===== src/rtl/branch_target_pred_pkg.sv =====
// Shared constants for the branch target predictor: 2-bit direction counter
// encoding, instruction size and the counter value given to fresh entries.
package branch_target_pred_pkg;

  localparam logic [1:0] CNT_SNT = 2'b00;
  localparam logic [1:0] CNT_WNT = 2'b01;
  localparam logic [1:0] CNT_WT  = 2'b10;
  localparam logic [1:0] CNT_ST  = 2'b11;

  localparam int INSTR_BYTES = 4;

  localparam logic [1:0] CNT_INIT_ALLOC = CNT_WT;

  // The MSB of the counter is the taken/not-taken prediction.
  function automatic logic cnt_predicts_taken(input logic [1:0] cnt);
    return cnt[1];
  endfunction

endpackage


===== src/rtl/branch_target_pred_sat_counter_2b.sv =====
// Combinational next state of a 2-bit saturating direction counter:
// count up on taken, down on not taken, clamped to 00..11.
module sat_counter_2b
  import branch_target_pred_pkg::*;
(
  input  logic [1:0] i_cnt,
  input  logic       i_taken,
  output logic [1:0] o_cnt
);

  always_comb begin
    // NOTE: default assignment first so every path drives o_cnt and no latch is inferred.
    o_cnt = i_cnt;
    if (i_taken) begin
      if (i_cnt != CNT_ST) o_cnt = i_cnt + 2'd1;
    end else begin
      if (i_cnt != CNT_SNT) o_cnt = i_cnt - 2'd1;
    end
  end

endmodule


===== src/rtl/branch_target_pred.sv =====
// Direct-mapped branch target buffer with 2-bit direction counters. IF lookups
// return a registered prediction one cycle later; EX updates train the table.
module branch_target_pred
  import branch_target_pred_pkg::*;
#(
  parameter int WIDTH_I = 32,
  parameter int DEPTH   = 16,
  parameter int SHIFT   = 2
) (
  input  logic               clk,
  input  logic               rst_n,
  input  logic               flush,
  input  logic               lkp_en,
  input  logic [WIDTH_I-1:0] lkp_pc,
  output logic               pred_valid,
  output logic               pred_taken,
  output logic [WIDTH_I-1:0] pred_target,
  input  logic               upd_en,
  input  logic [WIDTH_I-1:0] upd_pc,
  input  logic [WIDTH_I-1:0] upd_pc_next,
  input  logic [WIDTH_I-1:0] upd_imme,
  input  logic               upd_taken,
  output logic               tgt_valid,
  output logic [WIDTH_I-1:0] tgt_out
);

  localparam int IDX_W = $clog2(DEPTH);
  localparam int TAG_W = WIDTH_I - IDX_W - 2;

  logic [DEPTH-1:0] r_valid;
  logic [1:0]       r_cnt    [DEPTH];
  logic [TAG_W-1:0] r_tag    [DEPTH];
  logic [WIDTH_I-1:0] r_target [DEPTH];

  logic [IDX_W-1:0]   w_lkp_idx;
  logic [TAG_W-1:0]   w_lkp_tag;
  logic               w_lkp_hit;
  logic [IDX_W-1:0]   w_upd_idx;
  logic [TAG_W-1:0]   w_upd_tag;
  logic               w_upd_hit;
  logic [WIDTH_I-1:0] w_upd_target;
  logic [1:0]         w_cnt_next;
  logic               w_unused_pc_lsbs;

  assign w_lkp_idx = lkp_pc[IDX_W+1:2];
  assign w_lkp_tag = lkp_pc[WIDTH_I-1:IDX_W+2];
  assign w_lkp_hit = r_valid[w_lkp_idx] && (r_tag[w_lkp_idx] == w_lkp_tag);

  assign w_upd_idx = upd_pc[IDX_W+1:2];
  assign w_upd_tag = upd_pc[WIDTH_I-1:IDX_W+2];
  assign w_upd_hit = r_valid[w_upd_idx] && (r_tag[w_upd_idx] == w_upd_tag);

  // Byte alignment bits of the branch PC never select an entry.
  assign w_unused_pc_lsbs = ^upd_pc[1:0];

  // Wraps modulo 2^WIDTH_I; negative immediates arrive sign-extended.
  assign w_upd_target = upd_pc_next + (upd_imme << SHIFT);

  sat_counter_2b u_sat_counter (
    .i_cnt   (r_cnt[w_upd_idx]),
    .i_taken (upd_taken),
    .o_cnt   (w_cnt_next)
  );

  // NOTE: the table is reset explicitly so a mid-stream reset leaves no stale entries.
  always_ff @(posedge clk or negedge rst_n) begin
    if (!rst_n) begin
      r_valid <= '0;
      for (int i = 0; i < DEPTH; i++) begin
        r_cnt[i]    <= CNT_WNT;
        r_tag[i]    <= '0;
        r_target[i] <= '0;
      end
    end else if (flush) begin
      r_valid <= '0;
    end else if (upd_en) begin
      if (w_upd_hit) begin
        r_cnt[w_upd_idx]    <= w_cnt_next;
        r_target[w_upd_idx] <= w_upd_target;
      end else if (upd_taken) begin
        r_valid[w_upd_idx]  <= 1'b1;
        r_tag[w_upd_idx]    <= w_upd_tag;
        r_target[w_upd_idx] <= w_upd_target;
        r_cnt[w_upd_idx]    <= CNT_INIT_ALLOC;
      end
    end
  end

  // Lookup reads the table before this edge's update lands: no bypass path.
  // NOTE: non-blocking assignments keep every register sampling pre-edge values.
  always_ff @(posedge clk or negedge rst_n) begin
    if (!rst_n) begin
      pred_valid  <= 1'b0;
      pred_taken  <= 1'b0;
      pred_target <= '0;
    end else begin
      pred_valid <= lkp_en & ~flush;
      if (lkp_en) begin
        pred_taken  <= w_lkp_hit & cnt_predicts_taken(r_cnt[w_lkp_idx]);
        pred_target <= w_lkp_hit ? r_target[w_lkp_idx]
                                 : lkp_pc + WIDTH_I'(INSTR_BYTES);
      end
    end
  end

  always_ff @(posedge clk or negedge rst_n) begin
    if (!rst_n) begin
      tgt_valid <= 1'b0;
      tgt_out   <= '0;
    end else begin
      tgt_valid <= upd_en;
      if (upd_en) tgt_out <= w_upd_target;
    end
  end

endmodule


===== config.mk =====
export PLATFORM = sky130hd
export DESIGN_NAME = branch_target_pred
export DESIGN_NICKNAME = d
export VERILOG_FILES = /design/src/rtl/branch_target_pred_pkg.sv /design/src/rtl/branch_target_pred_sat_counter_2b.sv /design/src/rtl/branch_target_pred.sv
export SDC_FILE = /design/constraint.sdc
export NUM_CORES = 2
export LEC_CHECK = 0
export ABC_CLOCK_PERIOD_IN_PS = 3500
export BUFFER_PORTS_ARGS = -buffer_cell sky130_fd_sc_hd__buf_2
export CAP_MARGIN = 20
export CORE_ASPECT_RATIO = 1.25
export CORE_MARGIN = 10
export CORE_UTILIZATION = 55
export CTS_CLUSTER_SIZE = 12
export DETAILED_ROUTE_END_ITERATION = 10
export PLACE_DENSITY = 0.75
export SLEW_MARGIN = 20
export SYNTH_ARGS = -nofsm -noshare
export SYNTH_HDL_FRONTEND = slang
export SYNTH_SLANG_ARGS = --single-unit

===== constraint.sdc =====
create_clock -name clk -period 3.5 [get_ports clk]
set_input_delay 0.525 -clock clk [delete_from_list [all_inputs] [get_ports clk]]
set_output_delay 0.525 -clock clk [all_outputs]
set_load 0.02 [all_outputs]

After elaboration in Yosys (flattened, before gate mapping) --
Cells that the tools add are included.
Word-level totals: bits in registers 1043, output and inout bits 67, logic and storage cells 131, bits of input ports 134
Cells by class: bitwise gates (word level) 10, mux-type cells 42, eq/ne operators 4, $add $sub $neg 4, order comparisons 6, reductions and logical operators 11
Operators with widths (count):
- $mux 512 | 2
- $bwmux 512 | 1
- $bwmux 416 | 1
- $bmux 26 s4 | 2
- $mux 32 | 6
- $mux 26 | 5
- $bmux 32 s4 | 1
- $demux 32 s4 | 1
- $demux 26 s4 | 1
- $mux 16 | 4
- $eq 26x26->1 | 2
- $add 32x3->32 const B | 1
- $add 32x32->32 | 1
- $bwmux 32 | 1
- $or 16x16->16 | 2
- $and 16x16->16 | 1
- $bmux 2 s4 | 2
- $mux 2 | 8
- $not 16->16 | 1
- $ge 5x5->1 const B | 2
- $lt 4x5->1 const B | 2
- $not 4->5 | 2
- $bmux 1 s4 | 2
- $demux 2 s4 | 1
- 13 further kinds | 25

Depth between registers and ports, before layout --
depth in word-level cells 9, mapped depth 17, mapped depth without buffers 12

By module --
Synthesis repeated with hierarchy kept, for this count alone.
Second synthesis, totals: cells, all modules 3601, area total of the unflattened synthesis 53966.8 um^2
By module, submodules not included:
- branch_target_pred | area each 53940.5 um^2, seq. area each 26120.1 um^2, instances 1, cells each 3598
- sat_counter_2b | area each 26.3 um^2, seq. area each 0.0 um^2, instances 1, cells each 3

Least setup slack after synthesis --
OpenSTA, ideal clock, no wires.
path type input port to flip-flop, start point input lkp_pc[2], end point register pred_target[14], required time 3.375 ns, data arrival time 3.737 ns, path buffers 4, setup time 0.125 ns, setup slack -0.362 ns, stages 12, path through clkbuf_1 buf_2 buf_2 mux4_2 mux4_2 xnor2_1 nand4_1 nor3_1 nand4_1 clkbuf_1 mux2_2 mux2_2
Between the ends: cells in the longest elaborated chain, start to end 7, elaborated cells on any way between the ends 13, classes of those cells add/sub: 1; eq/ne: 1; mux: 9; bitwise: 1; reduce/logical: 1
RTL lines:
- start, declared | line branch_target_pred.sv:14 | input logic [WIDTH_I-1:0] lkp_pc,
- $not 4->5 (not written as such) | line branch_target_pred.sv:47, branch_target_pred.sv:100
- $bmux 26 s4 | line branch_target_pred.sv:47 | assign w_lkp_hit = r_valid[w_lkp_idx] && (r_tag[w_lkp_idx] == w_lkp_tag);
- $mux 26 (not written as such) (2 in series) | line branch_target_pred.sv:47
- $eq 26x26->1 | line branch_target_pred.sv:47
- $logic_and 1x1->1 | line branch_target_pred.sv:47
- $mux 32 * | line branch_target_pred.sv:100 | pred_target <= w_lkp_hit ? r_target[w_lkp_idx]
- end signal, assigned | line branch_target_pred.sv:100
- end, declared | line branch_target_pred.sv:17 | output logic [WIDTH_I-1:0] pred_target,
Every way passes the cells marked *; elsewhere a longest branch is shown, timed or not. The select of a mux whose other input is x is not followed. A chain may end at the register's enable or synchronous reset.

Worst setup path after layout --
start point register r_tag[136] in the netlist's numbering, end point register r_target[414] in the netlist's numbering
Between the ends: cells in the longest elaborated chain, start to end 7, elaborated cells on any way between the ends 8, classes of those cells eq/ne: 1; mux: 4; reduce/logical: 3
RTL lines:
- start, declared | line branch_target_pred.sv:32 | logic [TAG_W-1:0] r_tag [DEPTH];
- start signal, assigned by index | line branch_target_pred.sv:82 | r_tag[w_upd_idx] <= w_upd_tag;
- $bmux 26 s4 * | line branch_target_pred.sv:51 | assign w_upd_hit = r_valid[w_upd_idx] && (r_tag[w_upd_idx] == w_upd_tag);
- $mux 26 (not written as such) * (2 in series) | line branch_target_pred.sv:51
- $eq 26x26->1 * | line branch_target_pred.sv:51
- $logic_and 1x1->1 * | line branch_target_pred.sv:51
- $reduce_bool 2->1 (no source line)
- $reduce_and 3->1 (no source line)
- end signal, assigned by index | line branch_target_pred.sv:79 | r_target[w_upd_idx] <= w_upd_target;
- end signal, assigned by index | line branch_target_pred.sv:83 | r_target[w_upd_idx] <= w_upd_target;
- end, declared | line branch_target_pred.sv:33 | logic [WIDTH_I-1:0] r_target [DEPTH];
Marks and branches as above.

==> impl_results.rst <==
.. list-table::
   :header-rows: 1

   * - Metric
     - Value
   * - Total routing resource utilization after global routing
     - 27.58%
   * - Clock input transition at the sequential cells of the worst setup and hold paths
     - 0.06 ns
   * - Die outline area
     - 110400 um2
   * - TritonCTS clock tree
     - done
   * - Most frequent cells in the layout
     - 1027 x dfrtp_1, 626 x mux2_4, 391 x mux4_2
   * - Post-synth EDFFs
     - 0
   * - DR vias/cell
     - 6.617
   * - Capture instance of the worst register-to-register path
     - r_target[414]$_DFFE_PN0P_
   * - Pre-CTS worst setup slack
     - -0.8071 ns
   * - Wire length reported by the detailed router
     - 174000 um
   * - VDD IR max
     - 447.3 uV
   * - H-Tree Level Count
     - 3
   * - Detailed-router iteration count before antenna repair
     - 7
   * - Max Buffers Root-to-Sink
     - 3
   * - Fmax
     - 271.4 MHz
   * - Worst Setup Slack, final
     - -0.1843 ns
   * - Crit path max fanout
     - 6
   * - Largest delay contributor family on the critical path
     - multiplexers
   * - Simple-gate share of the synthesized area
     - 2.915%
   * - Final setup violating endpoints
     - 918
   * - DR iter-0 viols
     - 3593
   * - Min-Delay Path Depth
     - 2
   * - Root buffer cell
     - clkbuf_16
   * - Count of buffers from port buffering
     - 196
   * - Number of DRC violations after detailed routing
     - 0
   * - Synth Area in XOR/XNOR
     - 1.895%
   * - Number of synthesis warnings
     - 0
   * - Cell Rows
     - 127
   * - Main flop type after synthesis
     - dfrtp_1
   * - Buffers & Inverters on Critical Path
     - 3
   * - Worst endpoint required time
     - 4.06 ns
   * - RSZ-0062 raised after global routing
     - yes
   * - Synthesized cell area
     - 53600 um2
   * - Synthesized netlist net count
     - 3709
   * - I/O pins
     - 201
   * - Fin. max-slew vios
     - 0
   * - CP arrival
     - 4.25 ns
   * - Total count of hold-check failures in the final report
     - 0
   * - Area fraction in compound gates after synthesis
     - 2.542%
   * - Capturing element type of the critical path
     - flop
   * - Area grow syn2layout
     - 25.17%
   * - Gate Count Post-Synth
     - 3544
   * - Placed cell count
     - 5136
   * - Final standard cell count with taps included and fillers excluded
     - 5420
   * - Dominant combinational cell family by area after synthesis
     - multiplexers
   * - Final worst path period share
     - 105.3%
   * - Floorplan die width
     - 299.2 um
   * - Final layout net count
     - 4222
   * - Run status
     - complete, but fails checks
   * - Synthesized-area fraction occupied by adder cells
     - 0.7750%
   * - Slew at the pin closest to its max-slew limit
     - 0.9886 ns
   * - Leakage Power
     - 31.04 nW
   * - Average wire length per cell after detail routing
     - 32.10 um
   * - Total global routing overflow
     - 0
   * - Clock Sinks
     - 1043
   * - Max stage delay cell, worst path
     - mux4_2
   * - Initial antenna violation count
     - 10
   * - Class of the tightest hold or removal check
     - input port to flop
   * - Last weighted congestion value of the routability-driven placer
     - 0.9628
   * - Violated checks
     - setup timing
   * - Setup slack of the most critical reg-to-reg path
     - -0.18 ns
   * - Largest incremental delay on the critical path
     - 0.48 ns
   * - Leading cell type in the layout, fill and taps excluded
     - dfrtp_1
   * - Post-synthesis async set-or-reset flop share
     - 100.0%
   * - Count of filler cells inserted in the layout
     - 6042
   * - Via count of the first global-routing pass
     - 36592
   * - Worst reg2reg path depth
     - 12
   * - Worst-case hold path end point
     - r_tag[80]$_DFFE_PN0P_
   * - Post-route clock skew
     - 0.05115 ns
   * - Critical path, cell by cell
     - mux4_2, mux2i_1, nor2_1, nor3_1, a31oi_1, nor4_4, a31oi_4, buf_12, nor3_4, buf_12, clkbuf_16, mux2_4
   * - Distinct cells, synth
     - 75
   * - Startpoint-to-endpoint class of the critical path
     - flop to flop
   * - Power per unit of standard cell area
     - 510.7 nW/um2
   * - First-pass GRT wire length
     - 233400 um
   * - Average cell area after synthesis
     - 15.12 um2
   * - Reported max-cap violation count
     - 0
   * - Minimum period implied by the final worst setup slack
     - 3.684 ns
   * - Vertical die dimension
     - 369.0 um
   * - Sequential fraction of the synthesis area
     - 48.73%
   * - Clock insertion delay at the later pin of the skew report
     - 0.73 ns
   * - Worst Setup Start Kind
     - flop
   * - Vias after detailed routing
     - 35862
   * - Largest net degree at the start of global routing
     - 147
   * - Area of the core
     - 96290 um2
   * - Share of synthesized area spent on multiplexers
     - 39.66%
   * - Most frequent CP cell
     - buf_12
   * - CTS Buf Count
     - 106
   * - Beginning of the worst register-to-register path
     - r_tag[136]$_DFFE_PN0P_
   * - Effective utilization at floorplan
     - 55.67%
   * - Beginning of the worst hold path
     - upd_pc[8]
   * - Remaining antenna violation count
     - 0
   * - Fraction of layout cells with a size suffix above 1
     - 56.44%
   * - Headroom to the max-slew limit
     - 34.04%
   * - Register bit total from synthesis
     - 1043
   * - Detailed Place HPWL
     - 102700 um
[state kept, by name (all words and copies together), names as in the netlist]
| name | count |
|---|---|
| r_cnt | 32 |
| r_target | 512 |
| pred_target | 32 |
| pred_valid | 1 |
| tgt_out | 32 |
| r_valid | 16 |
| r_tag | 416 |
| pred_taken | 1 |
| tgt_valid | 1 |
[where the power goes]
group | internal (mW) | leakage (nW) | switching [mW] | total (mW)
Clock | 6.10 | 1.60 | 5.04 | 11.1
Combinational | 4.46 | 15.8 | 3.34 | 7.79
Sequential | 14.0 | 13.6 | 1.36 | 15.3
[worst register-to-register path: cells and delay by family, from the launching register on]
family,cells,cell delay (ns)
multiplexers,3,1.18
AND/OR/NAND/NOR,4,0.89
buffers and inverters,3,0.64
AO/OA/AOI/OAI,2,0.41
flip-flops,1,0.41
[cell usage after synthesis, types with 35 or more instances]
master,number,share of area (%)
clkbuf_1,114,0.80
o21ai_0,40,0.37
buf_4,69,0.97
a21oi_1,45,0.42
mux2i_1,110,2.1
buf_1,48,0.34
inv_1,57,0.40
buf_2,55,0.51
nor2_1,68,0.48
dfrtp_1,1027,48
xor2_1,35,0.57
xnor2_1,81,1.3
mux4_2,391,16
nand2_1,44,0.31
mux2_2,993,21
[what timing repair did]
item	4_1_cts	5_1_grt
gates cloned	3	53
pin swaps	4	15
hold endpoints to repair	31	0
setup buffers	8	43
endpoints found under the setup margin	960	943
gates resized for setup	57	446
hold buffers	1	0
[area by class of cell]
type	count	area (um2)	area share [%]
Sequential cell	1043	26120	38.93
Clock inverter	21	290.3	0.4326
Timing Repair Buffer	714	7521	11.21
Inverter	57	214.0	0.3189
Antenna cell	2	5.005	0.007459
Tap cell	1290	1614	2.406
Multi-Input combinational cell	2135	28320	42.21
Clock buffer	158	3008	4.483
[per-layer routing]
metal	GRT usage (%)	up-vias	part of all wire, %
met5	0	-	0.027
met4	11.67	8	6.4
met3	6.115	528	8.6
met2	44.51	1957	47
met1	35.80	18988	38
li1	-	14381	-
[kinds of logic after synthesis]
kind of cell,Yosys count
AO/OA/AOI/OAI,202
XOR/XNOR,116
adder cells (fa/ha/maj),33
buffers and inverters,366
flip-flops,1043
multiplexers,1509
AND/OR/NAND/NOR,275
[stage by stage]
step                      setup TNS, ns  area, um2  total power [mW]  hold WS, ns  util [%]
after CTS                        -40.11      63850             33.39       0.1250     66.31
after floorplan                  -62.06      54970             19.69       0.2294         -
after global placement          -752.22      60180             22.04       0.4456     62.50
after global routing            -133.98      67090             35.38       0.1522     69.67
after detailed placement        -695.09      60200             22.31       0.4493     62.51
final                            -86.26      67090             34.27       0.1598     69.67
[worst max path at each step]
stage,slack (ns),cells past startpoint,from,to
finish,-0.18,12,r_tag[136]$_DFFE_PN0P_,r_target[414]$_DFFE_PN0P_
detailed placement,-0.81,13,upd_pc[3],r_target[344]$_DFFE_PN0P_
global route,-0.27,12,r_tag[228]$_DFFE_PN0P_,pred_target[1]$_DFFE_PN0P_
floorplan,-0.19,16,upd_pc[3],r_target[261]$_DFFE_PN0P_
CTS,-0.14,13,r_tag[120]$_DFFE_PN0P_,r_target[411]$_DFFE_PN0P_
global placement,-0.89,16,upd_pc[3],r_target[347]$_DFFE_PN0P_
(Power assumes the default switching activity.)
